File: src/rtl/peb_bus_pkg.sv
// rtl/peb_bus_pkg.sv - op encodings, FSM states and bus constants for the PEB bus master
package peb_bus_pkg;

  typedef enum logic [1:0] {
    MEM_RD  = 2'd0,
    MEM_WR  = 2'd1,
    CRU_OUT = 2'd2,
    CRU_IN  = 2'd3
  } peb_op_e;

  typedef enum logic [2:0] {
    ST_IDLE,
    ST_ADDR,
    ST_STROBE,
    ST_WAIT,
    ST_DONE
  } peb_state_e;

  // Value returned for a memory read nobody answered.
  localparam logic [7:0] BUS_IDLE_DATA = 8'hFF;

  function automatic logic is_mem_op(input peb_op_e op);
    return (op == MEM_RD) || (op == MEM_WR);
  endfunction

endpackage

File: src/rtl/peb_bus_wait_timer.sv
// rtl/peb_bus_wait_timer.sv - minimum wait-state counter plus optional timeout counter
// Timeout counter exists only when PEB_BUS_MASTER_TIMEOUT_EN is defined.
module peb_bus_wait_timer #(
  parameter int WAIT_MIN      = 2,
  parameter int TIMEOUT_TICKS = 255
) (
  input  logic i_clk,
  input  logic i_reset,
  input  logic i_load,
  input  logic i_tick,
  input  logic i_ready,
  output logic o_expired,
  output logic o_timeout
);

  logic [3:0] r_min_cnt;

  always_ff @(posedge i_clk or posedge i_reset) begin
    if (i_reset) begin
      r_min_cnt <= '0;
    end else if (i_load) begin
      r_min_cnt <= 4'(WAIT_MIN);
    end else if (i_tick && (r_min_cnt != 4'd0)) begin
      r_min_cnt <= r_min_cnt - 4'd1;
    end
  end

  // Expired means the current tick is the one that brings the count to zero (or later).
  assign o_expired = (r_min_cnt <= 4'd1);

`ifdef PEB_BUS_MASTER_TIMEOUT_EN
  logic [7:0] r_to_cnt;

  always_ff @(posedge i_clk or posedge i_reset) begin
    if (i_reset) begin
      r_to_cnt <= '0;
    end else if (i_load) begin
      r_to_cnt <= '0;
    end else if (i_tick && o_expired && !i_ready && (r_to_cnt != 8'(TIMEOUT_TICKS))) begin
      r_to_cnt <= r_to_cnt + 8'd1;
    end
  end

  assign o_timeout = (r_to_cnt == 8'(TIMEOUT_TICKS));
`else
  // Without the timeout, ready and the limit have no consumer here.
  logic w_unused_to;
  assign w_unused_to = i_ready ^ (TIMEOUT_TICKS == 0);
  assign o_timeout   = 1'b0;
`endif

endmodule

File: src/rtl/peb_bus_master.sv
// rtl/peb_bus_master.sv - PEB bus initiator turning queued requests into tick-paced bus cycles
// Optional wait-state timeout enabled by PEB_BUS_MASTER_TIMEOUT_EN.
module peb_bus_master
  import peb_bus_pkg::*;
#(
  parameter int WAIT_MIN      = 2,
  parameter int TIMEOUT_TICKS = 255
) (
  input  logic        i_clk,
  input  logic        i_reset,
  input  logic        i_cpu_clk_en,
  input  logic        i_req_valid,
  output logic        o_req_ready,
  input  logic [1:0]  i_req_op,
  input  logic [0:15] i_req_addr,
  input  logic [0:7]  i_req_data,
  output logic        o_rsp_valid,
  output logic [0:7]  o_rsp_data,
  output logic        o_rsp_err,
  output logic [0:15] o_a,
  output logic [0:7]  o_d,
  output logic        o_memen,
  output logic        o_dbin,
  output logic        o_we,
  output logic        o_cruclk,
  input  logic [0:7]  i_q,
  input  logic        i_cruin,
  input  logic        i_ready
);

  peb_state_e  r_state;
  peb_op_e     r_op;
  logic [0:15] r_addr;
  logic [0:7]  r_data;
  logic        r_req_ready;
  logic        r_rsp_valid;
  logic [0:7]  r_rsp_data;
  logic        r_rsp_err;
  logic [0:15] r_a;
  logic [0:7]  r_d;
  logic        r_memen, r_dbin, r_we, r_cruclk;

  logic w_load, w_wait_tick, w_expired, w_timeout;

  assign w_load      = i_cpu_clk_en && (r_state == ST_STROBE) && is_mem_op(r_op);
  assign w_wait_tick = i_cpu_clk_en && (r_state == ST_WAIT);

  peb_bus_wait_timer #(
    .WAIT_MIN      (WAIT_MIN),
    .TIMEOUT_TICKS (TIMEOUT_TICKS)
  ) u_wait_timer (
    .i_clk     (i_clk),
    .i_reset   (i_reset),
    .i_load    (w_load),
    .i_tick    (w_wait_tick),
    .i_ready   (i_ready),
    .o_expired (w_expired),
    .o_timeout (w_timeout)
  );

  always_ff @(posedge i_clk or posedge i_reset) begin
    if (i_reset) begin
      r_state     <= ST_IDLE;
      r_op        <= MEM_RD;
      r_addr      <= '0;
      r_data      <= '0;
      r_req_ready <= 1'b0;
      r_rsp_valid <= 1'b0;
      r_rsp_data  <= '0;
      r_rsp_err   <= 1'b0;
      r_a         <= '0;
      r_d         <= '0;
      r_memen     <= 1'b0;
      r_dbin      <= 1'b0;
      r_we        <= 1'b0;
      r_cruclk    <= 1'b0;
    end else begin
      r_rsp_valid <= 1'b0;
      case (r_state)
        ST_IDLE: begin
          if (r_req_ready && i_req_valid) begin
            r_op        <= peb_op_e'(i_req_op);
            r_addr      <= i_req_addr;
            r_data      <= i_req_data;
            r_rsp_err   <= 1'b0;
            r_req_ready <= 1'b0;
            r_state     <= ST_ADDR;
          end else begin
            r_req_ready <= 1'b1;
          end
        end
        ST_ADDR: if (i_cpu_clk_en) begin
          r_a     <= r_addr;
          r_d     <= r_data;
          r_memen <= is_mem_op(r_op);
          r_dbin  <= (r_op == MEM_RD);
          r_state <= ST_STROBE;
        end
        ST_STROBE: if (i_cpu_clk_en) begin
          case (r_op)
            MEM_WR: begin
              r_we    <= 1'b1;
              r_state <= ST_WAIT;
            end
            CRU_OUT: begin
              r_cruclk   <= 1'b1;
              r_rsp_data <= '0;
              r_state    <= ST_DONE;
            end
            CRU_IN: begin
              r_rsp_data <= {7'b0, i_cruin};
              r_state    <= ST_DONE;
            end
            default: r_state <= ST_WAIT;
          endcase
        end
        ST_WAIT: if (i_cpu_clk_en && w_expired) begin
          // ready wins over a simultaneous timeout.
          if (i_ready) begin
            r_rsp_data <= (r_op == MEM_RD) ? i_q : 8'h00;
            r_state    <= ST_DONE;
          end else if (w_timeout) begin
            r_rsp_data <= (r_op == MEM_RD) ? BUS_IDLE_DATA : 8'h00;
            r_rsp_err  <= 1'b1;
            r_state    <= ST_DONE;
          end
        end
        ST_DONE: begin
          r_memen     <= 1'b0;
          r_dbin      <= 1'b0;
          r_we        <= 1'b0;
          r_cruclk    <= 1'b0;
          r_rsp_valid <= 1'b1;
          r_req_ready <= 1'b1;
          r_state     <= ST_IDLE;
        end
        default: r_state <= ST_IDLE;
      endcase
    end
  end

  assign o_req_ready = r_req_ready;
  assign o_rsp_valid = r_rsp_valid;
  assign o_rsp_data  = r_rsp_data;
  assign o_rsp_err   = r_rsp_err;
  assign o_a         = r_a;
  assign o_d         = r_d;
  assign o_memen     = r_memen;
  assign o_dbin      = r_dbin;
  assign o_we        = r_we;
  assign o_cruclk    = r_cruclk;

endmodule

File: config.mk
export PLATFORM = sky130hd
export DESIGN_NAME = peb_bus_master
export DESIGN_NICKNAME = d
export VERILOG_FILES = /design/src/rtl/peb_bus_pkg.sv /design/src/rtl/peb_bus_wait_timer.sv /design/src/rtl/peb_bus_master.sv
export SDC_FILE = /design/constraint.sdc
export NUM_CORES = 1
export LEC_CHECK = 0
export ABC_AREA = 1
export CORE_MARGIN = 5
export CORE_UTILIZATION = 45
export CTS_CLUSTER_SIZE = 12
export DETAILED_ROUTE_END_ITERATION = 10
export PLACE_DENSITY_LB_ADDON = 0.1
export SYNTH_ARGS = -nofsm -noshare
export SYNTH_HDL_FRONTEND = slang
export SYNTH_SLANG_ARGS = --single-unit
File: constraint.sdc
create_clock -name i_clk -period 3.2 [get_ports i_clk]
set_input_delay 0.48 -clock i_clk [delete_from_list [all_inputs] [get_ports i_clk]]
set_output_delay 0.48 -clock i_clk [all_outputs]
set_load 0.01 [all_outputs]
# After elaboration in Yosys (flattened, before gate mapping)
# Index checks and enable logic that the tools add are counted.
# classes
n_bitwise	0
n_addsub	1
div	0
multipliers	0
reduce_logical	23
n_lt_le_gt_ge	1
shifts	0
eq_ne	15
mux	28
# ops
cell	count
8-bit 2-to-1 mux	4
8-bit one-hot mux with 2 select lines	2
3-bit 2-to-1 mux	6
3-bit one-hot mux with 4 select lines	1
1-bit one-hot mux with 2 select lines	5
5-bit AND reduction	2
2-bit nonzero test	5
1-bit 2-to-1 mux	8
4-bit 2-to-1 mux	2
2-bit != test, second input constant	4
3-bit by 2-bit equality test with 1-bit output, second input constant	2
1-bit logical AND	6
2-bit by 1-bit != test with 1-bit output, second input constant	3
2-bit AND reduction	3
3-bit AND reduction	2
2-bit equality test, second input constant	2
4-bit by 1-bit <= comparator with 1-bit output, second input constant	1
4-bit nonzero test	1
4-bit by 1-bit subtractor with 4-bit output, second input constant	1
3-bit by 1-bit equality test with 1-bit output, second input constant	1
3-bit equality test, second input constant	1
3-bit zero test	1
3-bit by 1-bit != test with 1-bit output, second input constant	1
2-bit by 1-bit equality test with 1-bit output, second input constant	1
other kinds (3)	3
# word_totals
output_inout_bits	39
mem_bits_rw	0
romBits	0
regBits	71
in_bits	40
latch_bits	0
n_memories	0

# Logic depth before layout (Yosys ltp)
# logic_depth
depth_word	5
depth_mapped	9
ltp_nobuf	9

# Cells and area by module
# Synthesis repeated with hierarchy kept, for this count alone.
# hier_totals
hier_cells	347
area_unflattened_um2	3136.8
# modules_own_cells
module	area_each_um2	n_inst	cells_each	seq_area_each_um2
peb_bus_master	2841.5	1	310	1701.6
peb_bus_wait_timer	295.3	1	37	100.1

# Least setup slack after synthesis
# No wires, ideal clock.
# synth_timing
kind	reg-to-reg
start	register u_wait_timer.r_min_cnt[0]
end	register r_rsp_data, in the netlist o_rsp_data[0]
stages_incl_launch_ff	10
n_path_buf	1
setup_time_ns	0.066
path_slack_ns	1.863
required_time_ns	3.134
t_arrival_ns	1.272
cell_sequence	dfrtp_1 > inv_1 > ha_1 > inv_1 > nand2_1 > nand3_1 > nand2_1 > buf_2 > nand3_1 > nand2_1
# synth_via
elab_chain_cells	4
# synth_rtl
item	line_no	rtl
from (decl)	peb_bus_wait_timer.sv:16	logic [3:0] r_min_cnt;
from (signal assigned)	peb_bus_wait_timer.sv:22	r_min_cnt <= 4'(WAIT_MIN);
from (signal assigned)	peb_bus_wait_timer.sv:24	r_min_cnt <= r_min_cnt - 4'd1;
4-bit by 1-bit <= comparator with 1-bit output	peb_bus_wait_timer.sv:29	assign o_expired = (r_min_cnt <= 4'd1);
1-bit logical AND	peb_bus_master.sv:117	ST_WAIT: if (i_cpu_clk_en && w_expired) begin
2-bit by 1-bit != test with 1-bit output (no line)	n/a	
5-bit AND reduction (no line)	n/a	
to (signal assigned)	peb_bus_master.sv:111	r_rsp_data <= {7'b0, i_cruin};
to (signal assigned)	peb_bus_master.sv:120	r_rsp_data <= (r_op == MEM_RD) ? i_q : 8'h00;
to (signal assigned)	peb_bus_master.sv:123	r_rsp_data <= (r_op == MEM_RD) ? BUS_IDLE_DATA : 8'h00;
to (decl)	peb_bus_master.sv:37	logic [0:7] r_rsp_data;
# No other way between the ends.
# A chain may end at the register's enable or synchronous reset.

# Worst setup path after layout
# layout_timing
start	input port i_cpu_clk_en
end	register r_d, in the netlist o_d[1]
# layout_via
elab_chain_cells	1
# layout_rtl
item	line_no	rtl
from (decl)	peb_bus_master.sv:11	input logic i_cpu_clk_en,
2-bit AND reduction (no line)	n/a	
to (signal assigned)	peb_bus_master.sv:94	r_d <= r_data;
to (decl)	peb_bus_master.sv:40	logic [0:7] r_d;
# No other way between the ends.

==> impl_metrics.toml <==
[timing]
finalClockSkew_ps = 10.8
period_needed_ps = 1870
max_slew_margin_pct = 40.9
rsz0062_at_grt = "false"
tightestPinTransition_ps = 887
fmax_mhz = 535
fin_crit_sh_pct = 58.4
fin_tns_setup_ps = 0
hold_ws_ps = 463
postLayoutSetupSlackWorst_ps = 1330
setup_violations = 0
final_hold_viol_count = 0
slew_violations = 0

[cells_and_area]
fin_area_mm2 = 0.00409
area_growth_pct = 32.8
num-fill-cells = 611
num_antenna_cells = 0
fin_nets = 461
drive_gt1_share_pct = 11.8
fin_cells = 503
fin_util_pct = 60.9

[critical_path]
path_class = "in2reg"
critPathMaxFanout = 46
critPathLaunchType = "primary input"
critical_path_buf_inv_count = 3
cpMostUsedCell = "inv_2"
required_ps = 3460
reg2reg_slack_ps = 1440
cp_cell_sequence = "clkdlybuf4s50_1 > inv_2 > nor2_4 > inv_2 > nand2_1 > o21ai_2"
endpoint_kind = "register"
slowest_delay_ps = 620
cp_slowest_cell = "inv_2"
critPathArrivalTime_ps = 2130
path_delay_family = "buffers and inverters"

[min_path]
hold_class = "reg2reg"

[clocking]
cts_root_buffer = "clkbuf_8"
postCtsResizedCells = 0
clock-sinks = 71
cts_hold_buf = 0
clock_latency_ps = 340
cts_tree = "built"
h-tree-depth = 3
post-cts-setup-buffers = 0
numCtsBuffers = 9
clk_path_buf_depth = 2
path_clk_slew_ps = 80

[job]
maxCapViolations = 0

[placed_design]
place_congestion = 0.768
hpwl_um = 4480
dp.cells = 487
io_buffers = 77
place_ws_ps = 967
placed_cell_area_mm2 = 0.00387

[yosys]
synthesis.nets = 383
synth_seq_cells = 71
avgSynthCellArea_um2 = 9.06
syn_inst = 340
netlist_area_mm2 = 0.00308
ys_async_sr_fraction_pct = 100
ys_seq_area_share_pct = 57.7
synth_edf_count = 0
ys.warnings.count = 0
synth_flop_cell = "dfrtp_1"
yosysUniqueCellTypes = 27

[routing]
wl_per_cell_um = 12.8
route.vias.total = 2392
drc = 0
wirelength_um = 6420
drt_first_pass_iters = 4
first_iter_violations = 144
drtAntennaViolNets = 0
viasPerCell = 4.76

[floorplanning]
rows = 30
initial_utilization_pct = 45.9
die_y_um = 92.8
coreArea_mm2 = 0.00672
io-pin-count = 79
dieArea_mm2 = 0.00860
chipWidth_um = 92.8

[pwr]
leakage_nw = 1.97
power.total_mw = 3.78
vdd.ir_drop.worst_mv = 0.512
power.density_mw_per_mm2 = 923

[global_routing]
overflow = 0
grt_pass1_wl_um = 11100
grt.total_usage_pct = 16.3
grt_pass1_vias = 2334
grt_max_degree = 72
antenna_found_initial = 0

[outcome]
status = "finished, final reports clean"
report_power, final:
part / switching (mW) / internal, mW / total [mW]
combinational: 0.844 / 0.667 / 1.51
sequential: 0.205 / 1.28 / 1.48
clock: 0.343 / 0.441 / 0.785
total: 1.39 / 2.39 / 3.78
sequential cells by signal, summed over array words and instances, names as in the netlist:
signal / flops
o_a: 16
o_cruclk: 1
o_d: 8
o_dbin: 1
o_memen: 1
o_req_ready: 1
o_rsp_data: 8
o_rsp_valid: 1
o_we: 1
r_addr: 16
r_data: 8
r_op: 2
r_state: 3
u_wait_timer.r_min_cnt: 4
worst register-to-register path: stages (launching register included):
cell and delay [ps]:
dfrtp_1 430, nor2_2 210, nand4_2 190, inv_2 590, nand2_1 140, o21ai_0 120
kinds of logic after synthesis:
family	Yosys count	synth area share (%)
compound gates	51	10.7
flops	71	57.7
xor+xnor	2	0.569
buf+inv	50	7.59
fa+ha+maj	3	1.22
other cells	1	0.122
simple gates	162	22.2
layout by cell type, fill, tap and decap left out, types with 3 or more instances in the layout:
cell	synthesis	final
clkdlybuf4s50_1	0	77
o21ai_2	15	15
nand2_1	112	112
inv_2	8	9
o21ai_0	17	17
nand3_1	22	22
nor2_1	19	19
inv_1	31	30
ha_1	3	3
dfrtp_1	71	71
o21ai_1	14	14
clkbuf_8	0	9
worst paths after layout:
kind,start,to,cells past startpoint
hold reg to reg,r_addr[1],o_a[1],2
max in group asynchronous,i_reset,o_a[0],3
setup reg to reg,r_state[0],r_data[3],5
setup / recovery,i_cpu_clk_en,o_d[1],6
min in group asynchronous,i_reset,o_rsp_data[3],3
hold / removal,r_addr[1],o_a[1],2
area by class of cell:
cell class | instances | area, um2 | share of cell area (%)
Timing Repair Buffer | 78 | 778 | 19.0
Clock buffer | 9 | 124 | 3.03
Sequential cell | 71 | 1780 | 43.4
Multi-Input combinational cell | 219 | 1070 | 26.2
Clock inverter | 7 | 96.3 | 2.35
Inverter | 39 | 146 | 3.58
Tap cell | 80 | 100 | 2.45
metal layers:
layer,up-vias,routed length (um),track usage [%]
met5,-,0,0
met4,0,99,6.96
met3,9,313,4.14
met2,52,3100,26.0
met1,1106,2910,21.1
li1,1225,-,-
cells in the mapped netlist (2+ instances only):
cell / n / area share, %
buf_4: 3 / 0.73
o21ai_0: 17 / 2.8
inv_2: 8 / 0.97
nor2_2: 2 / 0.41
nor2_1: 19 / 2.3
inv_1: 31 / 3.8
buf_6: 4 / 1.5
buf_2: 4 / 0.65
o21ai_2: 15 / 4.3
dfrtp_1: 71 / 58
o211ai_1: 2 / 0.49
o21ai_1: 14 / 2.3
nand3_1: 22 / 3.6
nand2_1: 112 / 14
nor2_4: 2 / 0.73
ha_1: 3 / 1.2
(Power assumes the default switching activity.)
